[src/rtl/ex_operand_stage.sv]
// ex_operand_stage: execute-stage operand select and ID/EX register.
// Ports: clk/rst, stall/flush, stage-2 IR2/A2/B2, Z4/Z5 forward sources,
// forward enables/selects, stage-3 IR3/A3/B3/SD3/valid3, perf counters.
module ex_operand_stage #(
    parameter int W  = 32,
    parameter int CW = 16
) (
    input  logic          clk,
    input  logic          rst,
    input  logic          stall,
    input  logic          flush,
    input  logic          valid2,
    input  logic [W-1:0]  IR2,
    input  logic [W-1:0]  A2,
    input  logic [W-1:0]  B2,
    input  logic [W-1:0]  Z4,
    input  logic [W-1:0]  Z5,
    input  logic          forward1_ex,
    input  logic          z4_z5_logical_1,
    input  logic          forward2_ex,
    input  logic          z4_z5_logical_2,
    input  logic          forward_sw_ex,
    input  logic          z4_z5_sw_ex,
    output logic [W-1:0]  IR3,
    output logic          valid3,
    output logic [W-1:0]  A3,
    output logic [W-1:0]  B3,
    output logic [W-1:0]  SD3,
    output logic [CW-1:0] fwd_cnt,
    output logic [CW-1:0] bubble_cnt
);

    localparam logic [4:0] OP_SW = 5'b01011;

    logic          is_sw;
    logic          fwd2_eff;
    logic          fwd_sw_eff;
    logic          any_fwd;
    logic          bubble;
    logic [W-1:0]  op_a;
    logic [W-1:0]  op_b;
    logic [W-1:0]  sd;

    // Stores route forwarded data only through sd; other ops only through opB.
    assign is_sw      = (IR2[31:27] == OP_SW);
    assign fwd2_eff   = forward2_ex & ~is_sw;
    assign fwd_sw_eff = forward_sw_ex & is_sw;
    assign any_fwd    = forward1_ex | fwd2_eff | fwd_sw_eff;

    assign op_a = forward1_ex ? (z4_z5_logical_1 ? Z5 : Z4) : A2;
    assign op_b = fwd2_eff    ? (z4_z5_logical_2 ? Z5 : Z4) : B2;
    assign sd   = fwd_sw_eff  ? (z4_z5_sw_ex     ? Z5 : Z4) : B2;

    // Flush beats stall; an empty slot only becomes a bubble when not stalled.
    assign bubble = flush | (~stall & ~valid2);

    always_ff @(posedge clk) begin
        if (rst) begin
            IR3        <= '0;
            valid3     <= 1'b0;
            A3         <= '0;
            B3         <= '0;
            SD3        <= '0;
            fwd_cnt    <= '0;
            bubble_cnt <= '0;
        end else if (bubble) begin
            IR3    <= '0;
            valid3 <= 1'b0;
            A3     <= '0;
            B3     <= '0;
            SD3    <= '0;
            if (bubble_cnt != '1)
                bubble_cnt <= bubble_cnt + 1'b1;
        end else if (!stall) begin
            IR3    <= IR2;
            valid3 <= 1'b1;
            A3     <= op_a;
            B3     <= op_b;
            SD3    <= sd;
            if (any_fwd && fwd_cnt != '1)
                fwd_cnt <= fwd_cnt + 1'b1;
        end
    end

endmodule
[config.mk]
export PLATFORM = sky130hd
export DESIGN_NAME = ex_operand_stage
export DESIGN_NICKNAME = d
export VERILOG_FILES = /design/src/rtl/ex_operand_stage.sv
export SDC_FILE = /design/constraint.sdc
export NUM_CORES = 1
export LEC_CHECK = 0
export ABC_AREA = 1
export CORE_ASPECT_RATIO = 1.75
export CORE_UTILIZATION = 32
export CTS_BUF_LIST = sky130_fd_sc_hd__clkbuf_2
export DETAILED_ROUTE_END_ITERATION = 16
export GPL_TIMING_DRIVEN = 0
export PLACE_DENSITY = 0.63
export REMOVE_ABC_BUFFERS = 1
export SLEW_MARGIN = 20
export SYNTH_ARGS = -nofsm -noshare
export SYNTH_HDL_FRONTEND = slang
export SYNTH_SLANG_ARGS = --single-unit
[constraint.sdc]
create_clock -name clk -period 1.95 [get_ports clk]
set_input_delay 0.585 -clock clk [delete_from_list [all_inputs] [get_ports clk]]
set_output_delay 0.585 -clock clk [all_outputs]
set_load 0.02 [all_outputs]
Yosys cells after proc, flatten, opt, wreduce, memory -nomap -nowiden. Cells that the tools add are included. Widths: inputs -> output; s select.

Equal/unequal tests: 3. Mux-type cells: 6. Reduce and logical (&&, ||, !) cells: 4. Add/sub/neg operators: 2. Bitwise operators: 10.

Operators by type and width (number): $mux 32 (6); $add 16x1->16 const B (2); $ne 16x16->1 const B (2); $eq 5x4->1 const B (1); $not 1->1 (4); $and 1x1->1 (3); $or 1x1->1 (3); $reduce_and 3->1 (1); $reduce_and 2->1 (1); $reduce_or 2->1 (1); $logic_and 1x1->1 (1).

Logic and storage cells: 32. Input port bits: 171. Flip-flop bits (word level): 161. Output and inout bits: 161.

Depth between registers and ports, before layout. Gate-level depths: netlist of the first run.

Depth after elaboration: 7. Mapped depth: 11. Gate-level depth less buffers: 9.

Least setup slack after synthesis of the first run. Ideal clock, no wire load.

Kind: register to register. From: register bubble_cnt[1]. To: register bubble_cnt[12]. Slack: 0.321 ns. Clock period less this slack: 1.629 ns. Data arrival time: 1.490 ns. Cell stages (with the launch flop): 10. Buffers on the path: 1. Setup time: 0.139 ns. Required time: 1.811 ns. Path through: dfxtp_1 -> ha_1 -> nand3_2 -> nor2_2 -> nand3_2 -> nand2_4 -> inv_2 -> buf_6 -> nand2_1 -> a21oi_2.

Word-level cells in the longest chain between the ends: 2. Elaborated cells between the ends (all ways): 3. Those cells by class: 1 x add/sub; 1 x eq/ne; 1 x reduce/logical.

Ends and longest elaborated chain: start, declared (line 30) `output logic [CW-1:0] bubble_cnt`; start signal, assigned (line 73) `bubble_cnt <= bubble_cnt + 1'b1;`; parallel branches: the longest is 2 deep, another holds $add 16x1->16.

Parallel ways; which one is timed is not known. A chain may end at the register's enable or synchronous reset.

Worst setup path after layout of the first run.
From: input port stall. To: register fwd_cnt[10].

Word-level cells in the longest chain between the ends: 5.

Ends and longest elaborated chain: start, declared (line 10) `input logic stall,`; $not 1->1 (no line) *; $and 1x1->1 (line 55) `assign bubble = flush | (~stall & ~valid2);`; $or 1x1->1 (line 55); $not 1->1 (no line); $reduce_and 3->1 (no line) *; end signal, assigned (line 81) `fwd_cnt <= fwd_cnt + 1'b1;`; end, declared (line 29) `output logic [CW-1:0] fwd_cnt,`.

Every way passes the cells marked *; elsewhere a longest branch is shown, timed or not.

==> results.toml, run 1 <==
[synth]
synth_ff_type = "dfxtp_1"
synth_top_area_share = 0.366
yosysTopAreaCell = "dfxtp_1"
synth_area_leaders = "dfxtp_1, o21ai_0, nand2_1"
yosysSeqAreaShare = 0.366
async_flop_share = 0
synth.top_cells.by_count = "nand2_1, o21ai_0, nor2_1"
syn_inst = 1383
avgSynthCellArea_um2 = 6.36
synth_seq_cells = 161
synth.most_common_cell = "nand2_1"
synth-edff-count = 0
synth_cell_types = 37
yosysWarnings = 0
synth_area_mm2 = 0.00880

[timing]
worst_pin_slew_ns = 0.792
fin_ws_ns = -0.0381
hold_viol_final = 0
min_period_over_period = 1.02
finalSetupViolations = 4
drv_slew = 0
setup_tns_ns = -0.0857
max_freq_mhz = 503
rsz0062_at_grt = "true"
clock_skew_ns = 0.0293
period_needed_ns = 1.99
slew-limit-headroom = 0.471

[run]
drv_cap = 0

[clocking]
cts_tree = "built"
worstSkewPairLatency_ns = 0.80
cts_hold_buffers = 0
cts-root-buf = "clkbuf_2"
clock_path_buffers = 2
numCtsBuffers = 17
clkTransAtPathRegs_ns = 0.23
cts_sinks = 161
cts_max_level = 4

[final_layout]
stdcell_count = 2082
syn_to_final_growth_pct = 51.9
fin_nets = 1870
drive_above_1_share = 0.263
utilization = 0.492

[floorplan]
coreArea_mm2 = 0.0271
io_pins = 332
design.die.area_mm2 = 0.0282
die_w_um = 127
die_h_um = 221
std_cell_rows = 80
start_util = 0.324

[setup_path]
r2r-end = "fwd_cnt[1]"
path_delay_family = "buffers and inverters"
cpMostUsedCell = "nand2_1"
critPathMaxStageDelay_ns = 0.53
rrSetupSlack_ns = 0.11
end_kind = "register"
start_kind = "input pin"
r2r_cells = 7
path_cells = "buf_6 > clkinv_8 > nand3_4 > inv_2 > and3_1 > nand3_2 > nand2_1 > nand2_1 > nor2_1"
cp_max_fo = 127
slowest_stage = "clkinv_8"
cp_data_required_time_ns = 2.65
path_buf_inv = 3
r2r_start = "fwd_cnt[0]"
critical_path_class = "in -> reg"
arrival_ns = 2.69
startpoint = "stall"

[drt]
firstDrtPassIters = 5
drc = 0
wl_per_cell_um = 15.6
postRouteAntennaNets = 0
first_iter_violations = 484
via_per_inst = 4.73
vias = 9844
routed_wirelength_um = 32400

[placed_design]
place_hpwl_um = 22000
place_inst = 2000
port_buffers = 331
place.gp.congestion = 0.839

[global_routing]
grt_pass1_vias = 9423
grt.overflow.total = 0
grt_start_max_net_pins = 128
antenna_found_initial = 5
grt_util_all_layers = 0.231
grt_pass1_wl_um = 50300

[power_and_ir_drop]
power_density_mw_per_mm2 = 522
irDropWorstVdd_v = 0.000310
p_leak_nw = 6.32
finalPower_mw = 6.97

[hold_path]
hold_start = "stall"
hold_path.class = "in -> reg"
whs_endpoint = "IR3[24]"
whs_path_depth = 3

[run_status]
outcome = "complete, but fails checks"
violations = "setup timing"
[routing by layer]
metal	wire length [um]	GRT usage
met2	17700	0.433
met4	1020	0.104
met5	22	0
met3	2090	0.0626
met1	11600	0.233
[kinds of logic (layout without fill, tap and decap cells)]
logic type	count (synthesis)	in the layout	share of synthesized area
adders and majority gates	2	2	0.00284
xor gates and xnor gates	12	12	0.0119
buffers and inverters	293	619	0.136
AOI/OAI and AO/OA	385	385	0.232
other	0	3	0
DFF	161	161	0.366
and+or+nand+nor	530	531	0.250
[cell type report]
type	instances	area [um2]
diodes	3	7.51
clock buffers	20	100
clock inverters	12	141
fillers	2742	13800
inverters	204	786
multi-input cells	930	4410
flip-flops and latches	161	3470
well taps	369	462
repair buffers	383	3980
[stage by stage]
step	hold WS, ns	worst slack, ns	cell area (um2)
after floorplan	0.540	-0.288	8370
after global placement	0.451	-6.10	12100
after detailed placement	0.456	-1.18	12300
after CTS	0.0649	-0.124	13200
after global routing	0.120	-0.153	13400
final	0.231	-0.0381	13400
[tightest hold or removal path, delay by kind of cell]
kind / cells / cell delay [ns]
AND/OR/NAND/NOR: 1 / 0.12
AO/OA/AOI/OAI: 1 / 0.05
buffers and inverters: 1 / 0.24
[sequential cells by signal, indices dropped and copies added (netlist names)]
| signal | flops |
|---|---|
| SD3 | 32 |
| bubble_cnt | 16 |
| fwd_cnt | 16 |
| B3 | 32 |
| IR3 | 32 |
| valid3 | 1 |
| A3 | 32 |
[power breakdown]
group,internal [mW],switching [mW]
Sequential,3.39,0.0688
Combinational,0.724,0.818
Clock,0.715,1.26
[timing repair]
action | 4_1_cts | 5_1_grt
resized for setup | 1162 | 9
endpoints found under the setup margin | 185 | 234
pin swaps | 1 | 1
gates cloned | 0 | 1
buffers inserted | 34 | 12
[layout by cell type (no fill, tap or decap), types with 9 or more instances in the layout]
master           count
a21oi_1             78
buf_4               45
buf_6              162
clkbuf_2            20
clkdlybuf4s50_1    164
dfxtp_2            143
dfxtp_4             18
inv_1              193
nand2_1            259
nand3_1             21
nand4_1             16
nor2_1             207
o211ai_1            32
o21ai_0            240
o21ai_1             27
xor2_1               9
[how the worst max path moves through the flow]
stage / end / slack, ns / cells after the start
after floorplan: fwd_cnt[2] / -0.29 / 6
after global placement: B3[3] / -6.10 / 7
after detailed placement: fwd_cnt[2] / -1.18 / 7
after CTS: SD3[8] / -0.12 / 1
after global routing: bubble_cnt[14] / -0.15 / 1
final: fwd_cnt[10] / -0.04 / 9
No activity file was read; power rests on OpenSTA's default activity.
==> run 2, diff against run 1 <==
Settings changed: CORE_UTILIZATION 32 to 35, PLACE_DENSITY 0.63 to 0.68.
==> results.toml, run 2 (synthesis results as in run 1) <==
[timing]
min_period_over_period = 0.999
rsz0062_at_grt = "true"
fin_hold_ws_ns = 0.159
clock_skew_ns = 0.0218
finalSetupViolations = 0
drv_slew = 0
slew-limit-headroom = 0.294
max_freq_mhz = 514
worst_pin_slew_ns = 1.06
period_needed_ns = 1.95
hold_viol_final = 0
fin_ws_ns = 0.00292

[clocking]
clock_path_buffers = 2
cts_max_level = 4
clkTransAtPathRegs_ns = 0.24
cts_tree = "built"
cts-root-buf = "clkbuf_2"
worstSkewPairLatency_ns = 0.84
numCtsBuffers = 17
cts_sinks = 161

[global_routing]
grt_util_all_layers = 0.250
grt_start_max_net_pins = 128
grt_pass1_wl_um = 49400
grt_pass1_vias = 9492
antenna_found_initial = 4
grt.overflow.total = 0

[placed_design]
port_buffers = 331
post_dp_cell_area_mm2 = 0.0123
place_hpwl_um = 21600
pre_cts_slack_ns = -1.50
place.gp.congestion = 0.842

[drt]
vias = 10000
postRouteAntennaNets = 0
wl_per_cell_um = 15.7
routed_wirelength_um = 32100
via_per_inst = 4.92
firstDrtPassIters = 5
first_iter_violations = 529
drc = 0

[final_layout]
drive_above_1_share = 0.267
most-common-layout-cells = "nand2_1, o21ai_0, nor2_1, inv_1, clkdlybuf4s50_1"
mostFrequentLayoutCell = "nand2_1"
fin_nets = 1882
syn_to_final_growth_pct = 52.1
fin_area_mm2 = 0.0134

[setup_path]
critPathMaxStageDelay_ns = 0.40
path_delay_family = "flip-flops"
cp_max_fo = 2
critical_path_class = "reg -> out"
r2r_cells = 10
path_cells = "buf_6"
critical_path_cell_count = 1
cp_data_required_time_ns = 1.36
start_kind = "register"
end_kind = "primary output"
slowest_stage = "dfxtp_2"
path_buf_inv = 1
arrival_ns = 1.36

[floorplan]
start_util = 0.357
io_pins = 332
design.die.area_mm2 = 0.0258
die_w_um = 122
coreArea_mm2 = 0.0246
die_h_um = 212
std_cell_rows = 76

[hold_path]
whs_path_depth = 3
hold_path.class = "in -> reg"

[power_and_ir_drop]
switching_share = 0.312
p_clk_frac = 0.263
finalPower_mw = 6.81
intPower_mw = 4.69
combPwrFrac = 0.228
p_leak_nw = 6.40
power_density_mw_per_mm2 = 509
p_sw_mw = 2.12
irDropWorstVdd_v = 0.000335
power_frac_seq = 0.508

[run_status]
outcome = "completed"

[run]
drv_cap = 0
run 2: cell count changes in the layout (fill, tap and decap cells not counted), sizes merged:
cell / delta
inv: +2
nand4: +1
bufinv: -1
diode: +1
buf: +11
clkbuf: -3
run 2: power by group through the flow:
stage	Clock [mW]	Combinational, mW	Sequential [mW]
after CTS	1.90	1.55	3.46
after global placement	0	1.47	3.51
after global routing	2.01	1.71	3.48
after detailed placement	0	1.50	3.52
final	1.79	1.55	3.46
after floorplan	0	0.482	3.64
run 2: per-stage QoR:
step	util	TNS (ns)	std cells
after global routing	0.543	-17.43	2034
after detailed placement	0.498	-180.34	1945
final	0.543	0	2036
after floorplan	-	-19.38	1294
after CTS	0.536	-13.44	2013
after global placement	0.490	-894.82	1937
run 2: what timing repair did:
action | 4_1_cts | 5_1_grt
hold buffers | 0 | 0
buffers inserted | 37 | 18
gates cloned | 1 | 1
resized for setup | 1161 | 8
pin swaps | 2 | 2
endpoints found under the setup margin | 285 | 196
run 2: routing by layer:
layer  track usage  share of wire  up-vias
met5             0        0.00084        -
met1         0.252           0.37     4580
met2         0.461           0.53      318
met4         0.115          0.034        4
met3        0.0722          0.062       68
li1              -              -     5050
run 2: worst paths after layout:
| path | end | slack, ns | start |
|---|---|---|---|
| hold / removal | IR3[2] | 0.16 | stall |
| hold reg to reg | IR3[26] | 0.48 | IR3[26] |
| setup / recovery | B3[28] | 0.003 | B3[28] |
| setup reg to reg | fwd_cnt[8] | 0.07 | fwd_cnt[0] |
run 2: cell type report:
class                   instances  area [um2]
repair buffers                394        4100
clock buffers                  17        85.1
clock inverters                13         120
inverters                     204         778
multi-input cells             931        4440
well taps                     312         390
flip-flops and latches        161        3460
diodes                          4        10.0
fillers                      2419       11200
run 2: tightest hold or removal path, stage by stage:
cell	delay, ns
buf_6	0.21
nand2_1	0.11
a21oi_1	0.06
==> run 3, diff against run 2 <==
Settings changed: GPL_ROUTABILITY_DRIVEN set to 0.
==> results of run 3 <==
No change in the layout: final DEF, timing and power equal those of run 2.
